[src/rtl/fft_out_reorder.sv]
// fft_out_reorder: ping-pong buffer that re-emits bit-reversed FFT frames in natural order.
// Define FFT_OUT_REORDER_IDX_EN to add idx_o, the natural index of each output sample.
module fft_out_reorder #(
  parameter int DATA_W = 16,
  parameter int LOG2N  = 5
) (
  input  logic                     clk,
  input  logic                     rst_n,
  input  logic                     valid_i,
  input  logic signed [DATA_W-1:0] data_in_r,
  input  logic signed [DATA_W-1:0] data_in_i,
  output logic                     valid_o,
  output logic                     sop_o,
  output logic signed [DATA_W-1:0] data_out_r,
  output logic signed [DATA_W-1:0] data_out_i
`ifdef FFT_OUT_REORDER_IDX_EN
  ,
  output logic [LOG2N-1:0]         idx_o
`endif
);
  localparam int N = 1 << LOG2N;
  typedef enum logic {IDLE, READ} state_t;
  state_t                state_q;
  logic [2*DATA_W-1:0]   mem_q [2][N];
  logic [LOG2N-1:0]      wr_cnt_q, wr_cnt_d, wr_addr, rd_cnt_q;
  logic                  wr_bank_q, wr_bank_d, rd_bank_q, frame_done, rd_reload;
  always_comb begin
    wr_addr = '0;
    for (int b = 0; b < LOG2N; b++) wr_addr[b] = wr_cnt_q[LOG2N-1-b];
  end
  assign frame_done = valid_i && (wr_cnt_q == LOG2N'(N-1));
  assign wr_cnt_d   = valid_i ? wr_cnt_q + LOG2N'(1) : wr_cnt_q;
  assign wr_bank_d  = wr_bank_q ^ frame_done;
  assign rd_reload  = (state_q == IDLE) || (rd_cnt_q == LOG2N'(N-1));
  always_ff @(posedge clk or negedge rst_n) begin
    if (!rst_n) begin
      wr_cnt_q  <= '0;
      wr_bank_q <= 1'b0;
    end else begin
      wr_cnt_q  <= wr_cnt_d;
      wr_bank_q <= wr_bank_d;
    end
  end
  always_ff @(posedge clk) begin
    if (valid_i) mem_q[wr_bank_q][wr_addr] <= {data_in_r, data_in_i};
  end
  // frame_done is combinational so X[0] leaves one edge after the last write
  always_ff @(posedge clk or negedge rst_n) begin
    if (!rst_n) begin
      state_q    <= IDLE;
      rd_bank_q  <= 1'b0;
      rd_cnt_q   <= '0;
      valid_o    <= 1'b0;
      sop_o      <= 1'b0;
      data_out_r <= '0;
      data_out_i <= '0;
`ifdef FFT_OUT_REORDER_IDX_EN
      idx_o      <= '0;
`endif
    end else begin
      valid_o                  <= state_q == READ;
      sop_o                    <= (state_q == READ) && (rd_cnt_q == '0);
      {data_out_r, data_out_i} <= (state_q == READ) ? mem_q[rd_bank_q][rd_cnt_q] : '0;
`ifdef FFT_OUT_REORDER_IDX_EN
      idx_o                    <= (state_q == READ) ? rd_cnt_q : '0;
`endif
      if (rd_reload) begin
        state_q   <= frame_done ? READ : IDLE;
        rd_bank_q <= frame_done ? wr_bank_q : rd_bank_q;
        rd_cnt_q  <= '0;
      end else begin
        rd_cnt_q  <= rd_cnt_q + LOG2N'(1);
      end
    end
  end
endmodule

[config.mk]
export PLATFORM = sky130hd
export DESIGN_NAME = fft_out_reorder
export DESIGN_NICKNAME = d
export VERILOG_FILES = /design/src/rtl/fft_out_reorder.sv
export SDC_FILE = /design/constraint.sdc
export NUM_CORES = 2
export LEC_CHECK = 0
export CORE_ASPECT_RATIO = 1.75
export CORE_UTILIZATION = 25
export DETAILED_ROUTE_END_ITERATION = 8
export PLACE_DENSITY = 0.41
export SLEW_MARGIN = 30
export SYNTH_ARGS = -nofsm -noshare
export SYNTH_HDL_FRONTEND = slang
export SYNTH_SLANG_ARGS = --single-unit
export TNS_END_PERCENT = 50
[constraint.sdc]
create_clock -name clk -period 3.6 [get_ports clk]
set_input_delay 0.72 -clock clk [delete_from_list [all_inputs] [get_ports clk]]
set_output_delay 0.72 -clock clk [all_outputs]
set_load 0.02 [all_outputs]
==> results.sh <==
export IMPL_start_util_pct=25.1
export IMPL_area_growth_syn_to_layout_pct=17.9
export IMPL_hpwlAfterDp_mm=158
export IMPL_layout_min_cycle_time_ns=3.29
export IMPL_worstPathMaxFanout=29
export IMPL_fmax_mhz=304
export IMPL_criticalPathCategory="reg2reg"
export IMPL_dieArea_sq_mm=0.322
export IMPL_p_sw_share_pct=27.8
export IMPL_maxSlewHeadroom_pct=15.8
export IMPL_finalMaxSlewViolations=0
export IMPL_power_switching_mw=16.9
export IMPL_yosysSeqAreaShare_pct=78.5
export IMPL_synth_async_reset_ratio_pct=2.24
export IMPL_htree_levels=4
export IMPL_clk_latency_ns=0.85
export IMPL_synth_edf_count=2048
export IMPL_cp_data_arrival_time_ns=4.01
export IMPL_setup_viol=0
export IMPL_cellInternalPower_mw=43.7
export IMPL_outcome="finished, final reports clean"
export IMPL_grt_setup_unrepaired="no"
export IMPL_yosys_warnings=0
export IMPL_coreArea_sq_mm=0.318
export IMPL_io_buffers=68
export IMPL_finalHoldViolCount=0
export IMPL_p_comb_share_pct=20.3
export IMPL_tns_ns=0
export IMPL_drt_iter0_drc=2818
export IMPL_syn_area_sq_mm=0.0799
export IMPL_wl_per_cell_microns=29.6
export IMPL_syn_num_nets=3756
export IMPL_io_pins=69
export IMPL_drt_total_wl_mm=247
export IMPL_cts_buffers=189
export IMPL_drcViolationCount=0
export IMPL_overflow=0
export IMPL_power_frac_clock_pct=32.9
export IMPL_skew_ns=0.0310
export IMPL_timing_final_crit_share_pct=91.3
export IMPL_layout_drive_gt1_share_pct=25.6
export IMPL_cts_root_buffer="clkbuf_16"
export IMPL_power_leakage_nw=28.1
export IMPL_globalplace_congestion=0.771
export IMPL_antenna_left=0
export IMPL_first_pass_iters=5
export IMPL_grt_pass1_vias=41400
export IMPL_vdd_ir_drop_max_v=0.000350
export IMPL_via_count=38800
export IMPL_ctsResizeCount=0
export IMPL_clkTransAtPathRegs_ns=0.07
export IMPL_fillers=30900
export IMPL_placed_area_sq_mm=0.0883
export IMPL_seqPwrFrac_pct=46.8
export IMPL_die_height_microns=750
export IMPL_stdcell_area_sq_mm=0.0942
export IMPL_cts_path_max_buffers=4
export IMPL_grtUsageTotal_pct=15.1
export IMPL_cts_sinks=2095
export IMPL_grt_pass1_wl_mm=343
export IMPL_critPathCaptureType="flip-flop"
export IMPL_power_density_mw_per_mm2=643
export IMPL_maxCapViolCount=0
export IMPL_die_w_microns=429
export IMPL_hold_class="in2reg"
export IMPL_avgSynthCellArea_sq_um=21.5
export IMPL_cts_tree="done"
export IMPL_finalNetCount=4116
export IMPL_multiInputGateArea_sq_mm=0.0164
export IMPL_synth_seq_cells=2095
export IMPL_regArea_sq_mm=0.0627
export IMPL_fp_row_count=274
export IMPL_worst_pin_slew_ns=1.25
export IMPL_synth_flop_cell="edfxtp_1"
export IMPL_required_ns=4.32
export IMPL_grt_max_degree=65
export IMPL_routed_via_density=4.64
export IMPL_startpoint_type="flip-flop"
export IMPL_synthCells=3711
export IMPL_antenna_found_initial=25
export IMPL_ys_types=51
power by group through the flow:
stage	registers, mW	clock network, mW	logic (mW)
after global routing	28.5	21.2	13.1
after floorplan	28.6	0	7.38
after global placement	28.9	0	12.6
final	28.4	19.9	12.3
after CTS	28.4	20.5	12.7
after detailed placement	29.0	0	12.6
synth_stat cells (28+ instances only):
cell type | number | area, sq um
edfxtp_1 | 2048 | 61500
mux4_2 | 388 | 8740
mux2i_1 | 251 | 2510
nand2_1 | 117 | 439
a22oi_1 | 110 | 826
clkbuf_1 | 94 | 353
nor2_1 | 73 | 274
a21oi_1 | 60 | 300
o22ai_1 | 56 | 350
buf_2 | 50 | 250
dfrtp_1 | 47 | 1180
a211oi_1 | 39 | 293
nand3_1 | 33 | 165
buf_6 | 31 | 349
o221ai_1 | 28 | 245
sequential cells by signal, indices dropped and copies added (netlist names), 5 cells and up:
name	cells
mem_q	2048
rd_cnt_q	5
wr_cnt_q	5
data_out_i	16
data_out_r	16
worst max-delay path, stage by stage, from the launching register on:
cell and delay (ns):
dfrtp_4 0.87, buf_12 0.29, buf_12 0.28, mux4_2 0.59, nand2_1 0.09, a21oi_1 0.06
nor4_1 0.64, buf_4 0.24, o32ai_1 0.06
what timing repair did:
item                                    CTS  global route
setup buffers                             0             0
endpoints found under the setup margin    0             0
hold buffers                              1             0
hold endpoints to repair                 32             0
layout make-up:
type                       count  area share, %
timing repair buffer         381           4.26
sequential                  2095           66.6
tap                         4140           5.50
clock inverter               102          0.943
inverter                       8         0.0319
clock buffer                 231           5.27
multi-input combinational   1396           17.4
antenna                        4         0.0106
worst paths after layout:
kind,end,slack (ns),startpoint,depth (start not counted)
setup / recovery,data_out_i[11]$_DFF_PN0_,0.31,rd_bank_q$_DFFE_PN0P_,8
hold / removal,mem_q[0][310]$_DFFE_PP_,0.19,data_in_r[6],1
setup reg to reg,data_out_i[11]$_DFF_PN0_,0.31,rd_bank_q$_DFFE_PN0P_,8
hold reg to reg,wr_cnt_q[0]$_DFFE_PN0P_,0.57,wr_cnt_q[0]$_DFFE_PN0P_,1
max in group asynchronous,data_out_i[8]$_DFF_PN0_,2.38,rst_n,3
min in group asynchronous,data_out_i[15]$_DFF_PN0_,0.49,rst_n,2
routing by layer:
metal	global-route usage (%)	part of all wire (%)	up-vias
met1	17.2	38	21500
li1	-	-	16300
met4	3.72	2.2	8
met2	29.8	57	709
met5	0	0.021	-
met3	1.47	2.8	263
placed cells by master, fill, tap and decap left out, types with 13 or more instances in the layout:
| master | synthesis | layout |
|---|---|---|
| buf_2 | 50 | 24 |
| nor2_1 | 73 | 32 |
| o221ai_1 | 28 | 28 |
| nor2_4 | 0 | 41 |
| bufinv_16 | 0 | 14 |
| clkbuf_1 | 94 | 37 |
| mux4_2 | 388 | 388 |
| edfxtp_1 | 2048 | 2048 |
| clkinv_2 | 0 | 23 |
| a22oi_1 | 110 | 110 |
| a21oi_1 | 60 | 60 |
| nor3_1 | 24 | 15 |
| o21ai_0 | 15 | 15 |
| clkbuf_16 | 0 | 191 |
| a21boi_0 | 15 | 15 |
| clkinv_1 | 0 | 40 |
| dfrtp_1 | 47 | 42 |
| a22o_1 | 25 | 25 |
| clkinvlp_4 | 0 | 15 |
| clkdlybuf4s50_1 | 0 | 35 |
| mux2i_1 | 251 | 251 |
| a221o_1 | 13 | 13 |
| buf_4 | 25 | 231 |
| nand2_1 | 117 | 117 |
| o22ai_1 | 56 | 56 |
| nand3_1 | 33 | 32 |
| a211oi_1 | 39 | 39 |
| buf_12 | 0 | 90 |
kinds of logic (layout without fill, tap and decap cells):
kind of cell,Yosys count,in the layout,share of synthesized area (%)
xor gates and xnor gates,5,5,0.0548
adders and majority gates,10,10,0.157
muxes,645,645,14.2
buffers and inverters,220,722,1.53
AOI/OAI and AO/OA,417,417,3.81
other,0,4,0
and+or+nand+nor,319,319,1.83
DFF,2095,2095,78.5
through the flow:
step | instances | setup WS (ns) | total power [mW] | hold slack (ns) | utilization, %
2_1_floorplan | 3711 | -0.355 | 36.0 | 0.424 | -
3_3_place_gp | 8018 | 0.137 | 41.6 | 0.560 | 27.7
3_5_place_dp | 8018 | 0.264 | 41.6 | 0.563 | 27.8
4_1_cts | 8352 | 0.248 | 61.6 | 0.127 | 29.6
5_1_grt | 8354 | 0.120 | 62.7 | 0.190 | 29.6
6_report | 8357 | 0.313 | 60.6 | 0.193 | 29.6
Note: power is estimated with default switching activity, not from simulation.
